===== src/rtl/mem_port_arbiter.sv =====
// Round-robin arbiter sharing one memory port between two read clients and one write client.
// In-flight reads are tagged in a FIFO so in-order returns are routed back to their issuer.
module mem_port_arbiter #(
  parameter int ADDR_W    = 32,
  parameter int DATA_W    = 256,
  parameter int TAG_DEPTH = 16
) (
  input  logic                         clk,
  input  logic                         rst_n,
  input  logic                         clear,
  input  logic [ADDR_W-1:0]            rd0_base,
  input  logic [ADDR_W-1:0]            rd1_base,
  input  logic [ADDR_W-1:0]            wr_base,
  input  logic [2:0]                   req,
  input  logic [DATA_W-1:0]            wr_data,
  output logic [2:0]                   gnt,
  output logic [ADDR_W-1:0]            mem_addr,
  output logic                         mem_read_valid,
  output logic                         mem_write_valid,
  output logic [DATA_W-1:0]            mem_write_data,
  input  logic [DATA_W-1:0]            mem_rd_data,
  input  logic                         mem_rd_valid,
  output logic [DATA_W-1:0]            rd_data,
  output logic [1:0]                   rd_valid,
  output logic [$clog2(TAG_DEPTH):0]   outstanding,
  output logic                         err
);

  localparam int PTR_W = $clog2(TAG_DEPTH);
  localparam int CNT_W = PTR_W + 1;

  logic [ADDR_W-1:0] addr_reg [3];
  logic [ADDR_W-1:0] base_val [3];
  logic [1:0]        rr_reg, rr_next;
  logic              tag_mem [TAG_DEPTH];
  logic [PTR_W-1:0]  head_reg, tail_reg;
  logic [CNT_W-1:0]  count_reg;
  logic [2:0]        eligible;
  logic [2:0]        sum, idx;
  logic              hit, full, empty, push, pop, orphan;
  logic [ADDR_W-1:0] issue_addr;

  assign base_val[0] = rd0_base;
  assign base_val[1] = rd1_base;
  assign base_val[2] = wr_base;

  // Read eligibility looks only at the registered count; a same-cycle pop does not free a slot.
  assign full     = (count_reg == CNT_W'(TAG_DEPTH));
  assign empty    = (count_reg == '0);
  assign eligible = req & {1'b1, ~full, ~full};

  always_comb begin
    gnt     = '0;
    rr_next = rr_reg;
    hit     = 1'b0;
    sum     = '0;
    idx     = '0;
    for (int k = 0; k < 3; k++) begin
      sum = 3'(rr_reg) + 3'(k);
      idx = (sum >= 3'd3) ? (sum - 3'd3) : sum;
      if (!hit && !clear && eligible[idx[1:0]]) begin
        hit              = 1'b1;
        gnt[idx[1:0]]    = 1'b1;
        rr_next          = (idx == 3'd2) ? 2'd0 : (idx[1:0] + 2'd1);
      end
    end
  end

  always_comb begin
    if (gnt[0])      issue_addr = addr_reg[0];
    else if (gnt[1]) issue_addr = addr_reg[1];
    else             issue_addr = addr_reg[2];
  end

  generate
    for (genvar gi = 0; gi < 3; gi++) begin : g_addr
      always_ff @(posedge clk or negedge rst_n) begin
        if (!rst_n)          addr_reg[gi] <= '0;
        else if (clear)      addr_reg[gi] <= base_val[gi];
        else if (gnt[gi])    addr_reg[gi] <= addr_reg[gi] + ADDR_W'(1);
      end
    end
  endgenerate

  always_ff @(posedge clk or negedge rst_n) begin
    if (!rst_n) begin
      rr_reg          <= '0;
      mem_addr        <= '0;
      mem_read_valid  <= 1'b0;
      mem_write_valid <= 1'b0;
      mem_write_data  <= '0;
    end else begin
      rr_reg          <= clear ? 2'd0 : rr_next;
      mem_read_valid  <= |gnt[1:0];
      mem_write_valid <= gnt[2];
      if (|gnt)  mem_addr       <= issue_addr;
      if (gnt[2]) mem_write_data <= wr_data;
    end
  end

  assign push   = |gnt[1:0];
  assign pop    = mem_rd_valid && !empty;
  assign orphan = mem_rd_valid && empty;

  // Tag entry is 1 for the weight buffer, 0 for the decompressor.
  always_ff @(posedge clk) begin
    if (push) tag_mem[tail_reg] <= gnt[1];
  end

  always_ff @(posedge clk or negedge rst_n) begin
    if (!rst_n) begin
      head_reg  <= '0;
      tail_reg  <= '0;
      count_reg <= '0;
    end else if (clear) begin
      head_reg  <= '0;
      tail_reg  <= '0;
      count_reg <= '0;
    end else begin
      if (push) tail_reg <= tail_reg + PTR_W'(1);
      if (pop)  head_reg <= head_reg + PTR_W'(1);
      count_reg <= count_reg + CNT_W'(push) - CNT_W'(pop);
    end
  end

  // Sticky until rst_n: a layer-start clear must not hide an earlier protocol error.
  always_ff @(posedge clk or negedge rst_n) begin
    if (!rst_n)      err <= 1'b0;
    else if (orphan) err <= 1'b1;
  end

  assign rd_data     = mem_rd_data;
  assign rd_valid    = pop ? (tag_mem[head_reg] ? 2'b10 : 2'b01) : 2'b00;
  assign outstanding = count_reg;

endmodule

===== config.mk =====
export PLATFORM = sky130hd
export DESIGN_NAME = mem_port_arbiter
export DESIGN_NICKNAME = d
export VERILOG_FILES = /design/src/rtl/mem_port_arbiter.sv
export SDC_FILE = /design/constraint.sdc
export NUM_CORES = 1
export LEC_CHECK = 0
export BUFFER_PORTS_ARGS = -buffer_cell sky130_fd_sc_hd__buf_2
export CORE_AREA = 3 3 454 456
export CTS_BUF_LIST = sky130_fd_sc_hd__clkbuf_2
export DETAILED_ROUTE_END_ITERATION = 10
export DIE_AREA = 0 0 457 459
export GPL_ROUTABILITY_DRIVEN = 0
export GPL_TIMING_DRIVEN = 0
export HOLD_SLACK_MARGIN = 0.15
export PLACE_DENSITY = 0.38
export SLEW_MARGIN = 20
export SYNTH_ARGS = -nofsm -noshare
export SYNTH_HDL_FRONTEND = slang
export SYNTH_SLANG_ARGS = --single-unit

===== constraint.sdc =====
create_clock -name clk -period 4 [get_ports clk]
set_input_delay 0.4 -clock clk [delete_from_list [all_inputs] [get_ports clk]]
set_output_delay 0.4 -clock clk [all_outputs]
set_load 0.02 [all_outputs]

### Word level (Yosys, flattened, before mapping)

Memory sizes are Yosys's and may differ from the RTL's.
Cells that the tools add are included.

* flip-flop bits (word level): 402
* memory bits (writable): 16
* bits of input ports: 615
* output and inout bits: 557
* word-level logic and storage cells: 112
* memories: 1

* add/subtract/negate cells: 15
* order comparisons: 9
* equality and inequality tests: 4
* muxes and demuxes: 44
* bitwise gates (word level): 4
* reductions and logical operators: 23

Memory list
* tag_mem: depth 16, bits a word 1, read ports 1, clocked after memory_dff 0, write ports 1, line 35 `logic tag_mem [TAG_DEPTH];`

Operator list (count)
* $mux W32: 8
* $add A32 B1 Y32 const B: 3
* $mux W2: 9
* $mux W3: 6
* $mux W4: 4
* $logic_and A1 B1 Y1: 10
* $mux W1: 10
* $reduce_bool A2 Y1: 5
* $eq A3 B2 Y1 const B: 3
* $lt A2 B3 Y1 const B: 3
* $add A4 B1 Y4 const B: 2
* $add A2 B1 Y2 const B: 3
* $bmux W1 S2: 3
* $demux W1 S2: 3
* $ge A2 B1 Y1 const B: 3
* $ge A3 B2 Y1 const B: 2
* $or A3 B3 Y3: 2
* $sub A3 B2 Y3 const B: 2
* $add A5 B1 Y5: 1
* $eq A5 B5 Y1 const B: 1
* $logic_not A5 Y1: 1
* $mux W5: 1
* $sub A5 B1 Y5: 1
* $logic_not A1 Y1: 4
* other kinds (9): 9

### Depth between registers and ports, before layout

* depth in word-level cells: 19
* depth in mapped cells: 20
* gate-level depth less buffers: 18

### Worst setup path before layout

No wires, ideal clock.

* path kind: register -> register
* from: register count_reg[2] (netlist: outstanding[2])
* to: register count_reg[4] (netlist: outstanding[4])
* library setup time: 78 ps
* arrival: 3581 ps
* required time: 3922 ps
* slack: 340 ps
* stages on the path, launching flop included: 21
* path buffers: 2
* clock period less this slack: 3660 ps
* cells stage by stage: dfrtp_1 -> inv_1 -> ha_1 -> and4bb_1 -> buf_6 -> o32ai_4 -> nand3_4 -> a311o_1 -> buf_6 -> o21ai_4 -> inv_2 -> ha_1 -> inv_1 -> ha_1 -> inv_1 -> fa_1 -> inv_1 -> a21oi_1 -> nor2_1 -> or3_1 -> a21oi_1

* word-level cells in the longest chain between the ends: 19
* elaborated cells on any way between the ends: 30
* classes of those cells: 2 x add/sub; 1 x eq/ne; 12 x mux; 4 x bitwise; 11 x reduce/logical

RTL lines
* start, declared: line 37 `logic [CNT_W-1:0] count_reg;`
* start signal, assigned: line 122 `count_reg <= count_reg + CNT_W'(push) - CNT_W'(pop);`
* $eq A5 B5 Y1 *: line 48 `assign full = (count_reg == CNT_W'(TAG_DEPTH));`
* $not A1 Y1 *: line 50 `assign eligible = req & {1'b1, ~full, ~full};`
* $and A3 B3 Y3 *: line 50
* $bmux W1 S2: line 61 `if (!hit && !clear && eligible[idx[1:0]]) begin`
* $mux W1 (not written as such): line 61
* $logic_and A1 B1 Y1: line 61
* $mux W1: line 61
* $logic_not A1 Y1: line 61
* [... 3 more ...]
* $logic_not A1 Y1: line 61
* $logic_and A1 B1 Y1 (2 in a row): line 61
* $mux W3 *: line 61
* $reduce_or A2 Y1 *: line 101 `assign push = |gnt[1:0];`
* via push: line 40 `logic hit, full, empty, push, pop, orphan;`
* $add A5 B1 Y5 *: line 122
* $sub A5 B1 Y5 *: line 122
* $mux W5 *: line 115 `end else if (clear) begin`

The timed path passes the listed nets; every way through them passes the cells marked *. The select of a mux whose other input is x is not followed.
A chain may end at the register's enable or synchronous reset.

### Final worst setup path

* from: register rr_reg[1]
* to: output port gnt[0]

* word-level cells in the longest chain between the ends: 14
* elaborated cells on any way between the ends: 46
* classes of those cells: 5 x add/sub; 9 x order compare; 20 x mux; 2 x bitwise; 10 x reduce/logical

RTL lines
* start, declared: line 34 `logic [1:0] rr_reg, rr_next;`
* start signal, assigned: line 93 `rr_reg <= clear ? 2'd0 : rr_next;`
* branches (longest 13 deep; another with $add A2 B1 Y3)
* $mux W3 *: line 61
* end, declared: line 16 `output logic [2:0] gnt,`

Mark *: on every way between the ends. The select of a mux whose other input is x is not followed.

==> results.cfg <==
[outcome]
outcome = finished clean

[floorplanning]
rows = 165
num_io_pins = 1172
initial_core_util = 0.103
die_w_microns = 457
die_h_microns = 459
core_sq_mm = 0.202
die_area_sq_mm = 0.210

[power]
leakagePower_nw = 20.0
switching_share = 0.481
ir_worst_vdd_mv = 0.250
p_switching_mw = 10.7
power_frac_seq = 0.312
p_comb_frac = 0.515
clkPwrFrac = 0.174
power_density_mw_per_mm2 = 527
internal_power_mw = 11.5

[job]
drv_cap = 0

[finish]
largest_reg_flops = 256
syn2layout_area_growth_pct = 103
drive_gt1_frac = 0.339
num-fill-cells = 22333
stdcell_count = 7347
nets = 5172

[sta]
setup_viol = 0
layout_setup_ws_ps = 83.4
slew_violations = 0
fin_skew_ps = 125
hold_viol = 0
fin_crit_ps = 3920
rsz0062_at_grt = true
worstMarginPinSlew_ps = 1190
fmax_mhz = 255
max-slew-margin-rel = 0.198
fin_crit_sh = 0.979

[clocking]
clk_latency_ps = 1470
cts_made_buffers = 137
cts_tree = yes
clock-root-buffer = clkbuf_2
path_clk_slew_ps = 90
clock-sinks = 418
cts-htree-levels = 4
clockBufferDepth = 3

[synthesis]
netlist_instances = 2318
synthSimpleGateAreaFrac = 0.235
yosysUniqueCellTypes = 66
avgSynthCellArea_sq_um = 8.95
synth_edf_count = 16
yosysWarnings = 0
synthMuxAreaShare = 0.0236
syn_area_sq_mm = 0.0207
yosys-top-cells-count = nand2_1 (902), dfrtp_1 (402), buf_4 (257)
synthArstFlopShare = 0.962
ys_ff_latch = 418
synth-adder-area-share = 0.0118
synth_top_family_by_area = simple AND/OR/NAND/NOR gates
ys_seq_area_frac = 0.508
synth_ff_type = dfrtp_1
yosys.area.top_type = dfrtp_1
synth_nets = 2952
synth_compound_area_frac = 0.0583
synth-xor-area-share = 0.0388
synth_top_area_frac = 0.485
synth_most_common_cell = nand2_1
synthTopCellsByArea = dfrtp_1 (48%), nand2_1 (16%), buf_4 (9.3%)

[routing]
wl_microns = 140000
drt-initial-drc-count = 2053
route.detailed.drc = 0
routed_via_density = 3.55
vias = 26047
ant_nets = 0
first_pass_iters = 6
wire_per_inst_microns = 19.1

[placed_design]
dp_slack_ps = -540
dp_hpwl_microns = 107000
portBuffers = 914
place_inst = 5911

[setup_path]
rr_worst_depth = 19
cp_max_fo = 4
endpoint_kind = output pin
startpoint_type = flop
worstReg2RegStart = rr_reg[1]
crit_type = reg2out
crit_required_ps = 3600
path_buf_inv = 2
cp_slowest_cell = dfrtp_2
cp.arrival_ps = 3520
cp_top_family = compound AO/OA/AOI/OAI gates
crit_chain = ha_4 > mux2i_2 > o32a_1 > nand3_2 > a21oi_4 > nand2_2 > clkinv_4 > buf_8
cp_slowest_stage_delay_ps = 450
r2r_end = outstanding[4]
crit_start = rr_reg[1]
r2r_slack_ps = 120

[hold_path]
min_from = wr_data[242]
holdPathEnd = mem_write_data[242]
hp-class = in2reg
whs_path_depth = 5

[global_routing]
gr-usage-all-layers = 0.129
grt_pass1_vias = 27176
antenna_found_initial = 57
grt_pass1_wl_microns = 196000
gr-total-overflow = 0
grt_max_degree = 80
-- timing repair --
action,in CTS,in global routing
pin swaps,9,12
hold buffers,1133,0
gates cloned,1,0
buffers inserted,27,9
endpoints found under the hold margin,834,0
gates resized for setup,68,27
setup endpoints to repair,80,9
-- logic make-up (layout without fill, tap and decap cells) --
logic type,count (synthesis),in the layout
DFF,418,418
and+or+nand+nor,1168,1168
AOI/OAI and AO/OA,179,179
buffers and inverters,403,2719
other,0,41
adders and majority gates,19,19
xor gates and xnor gates,92,92
muxes,39,39
-- power by group through the flow --
stage | Sequential, mW | Combinational [mW] | Clock [mW]
after floorplan | 8.44 | 3.66 | 0
after global placement | 6.91 | 9.84 | 0
after detailed placement | 6.93 | 9.86 | 0
after CTS | 6.88 | 11.5 | 4.12
after global routing | 7.09 | 12.3 | 4.33
final | 6.90 | 11.4 | 3.84
-- worst reg2reg max path, delay by kind of cell (launching register included) --
kind                     cells  cell delay [ps]
multiplexers                 1              240
AND/OR/NAND/NOR              3              500
AO/OA/AOI/OAI                5             1030
buffers and inverters        6              590
flip-flops                   1              450
adder cells (fa/ha/maj)      4              970
-- per-layer routing --
metal / GRT usage / part of all wire / vias to the layer above / wire length [microns]
met4: 0.0397 / 0.028 / 38 / 3880
li1: - / - / 11820 / -
met3: 0.0443 / 0.092 / 299 / 12900
met5: 0.00161 / 0.0022 / - / 306
met1: 0.164 / 0.43 / 12527 / 59700
met2: 0.204 / 0.45 / 1363 / 63300
-- worst max path at each step --
stage               cells past startpoint  slack (ps)                  end
floorplan                              20         340       outstanding[4]
global route                            9        -350               gnt[1]
finish                                  8          80               gnt[0]
detailed placement                     13        -540  mem_write_data[114]
CTS                                    12        -470               gnt[0]
global placement                        1       -7400   mem_write_data[20]
-- cell type report --
class	instances	area [sq um]	area share
sequential	418	10500	0.251
buffer	363	2450	0.0582
inverter	30	135	0.00321
timing repair buffer	2091	16400	0.391
clock buffer	190	951	0.0226
multi-input combinational	1497	7780	0.185
antenna	41	103	0.00244
tap	2672	3340	0.0795
clock inverter	45	303	0.00720
-- per-stage QoR --
stage	power [mW]	hold WS, ps	utilization	TNS [ps]	cell area [sq um]
3_3_place_gp	16.8	456	0.142	-2914030	28700
3_5_place_dp	16.8	190	0.143	-9290	28800
4_1_cts	22.5	152	0.207	-1560	41900
5_1_grt	23.7	189	0.208	-1280	42000
6_report	22.1	437	0.208	0	42000
2_1_floorplan	12.1	104	-	0	20700
-- layout by cell type (no fill, tap or decap), types with 20 or more instances in the layout --
cell	n
dlygate4sd3_1	1133
clkinv_1	27
buf_4	293
clkbuf_1	33
nand3_1	35
buf_2	975
clkbuf_2	192
nand2_1	901
nor3_1	43
o21ai_0	61
nor2_1	62
xor2_1	47
inv_1	22
diode_2	41
dfrtp_1	400
nand4_1	26
o31ai_1	22
o21a_1	20
mux2_2	29
xnor2_1	45
No activity file was read; power rests on OpenSTA's default activity.
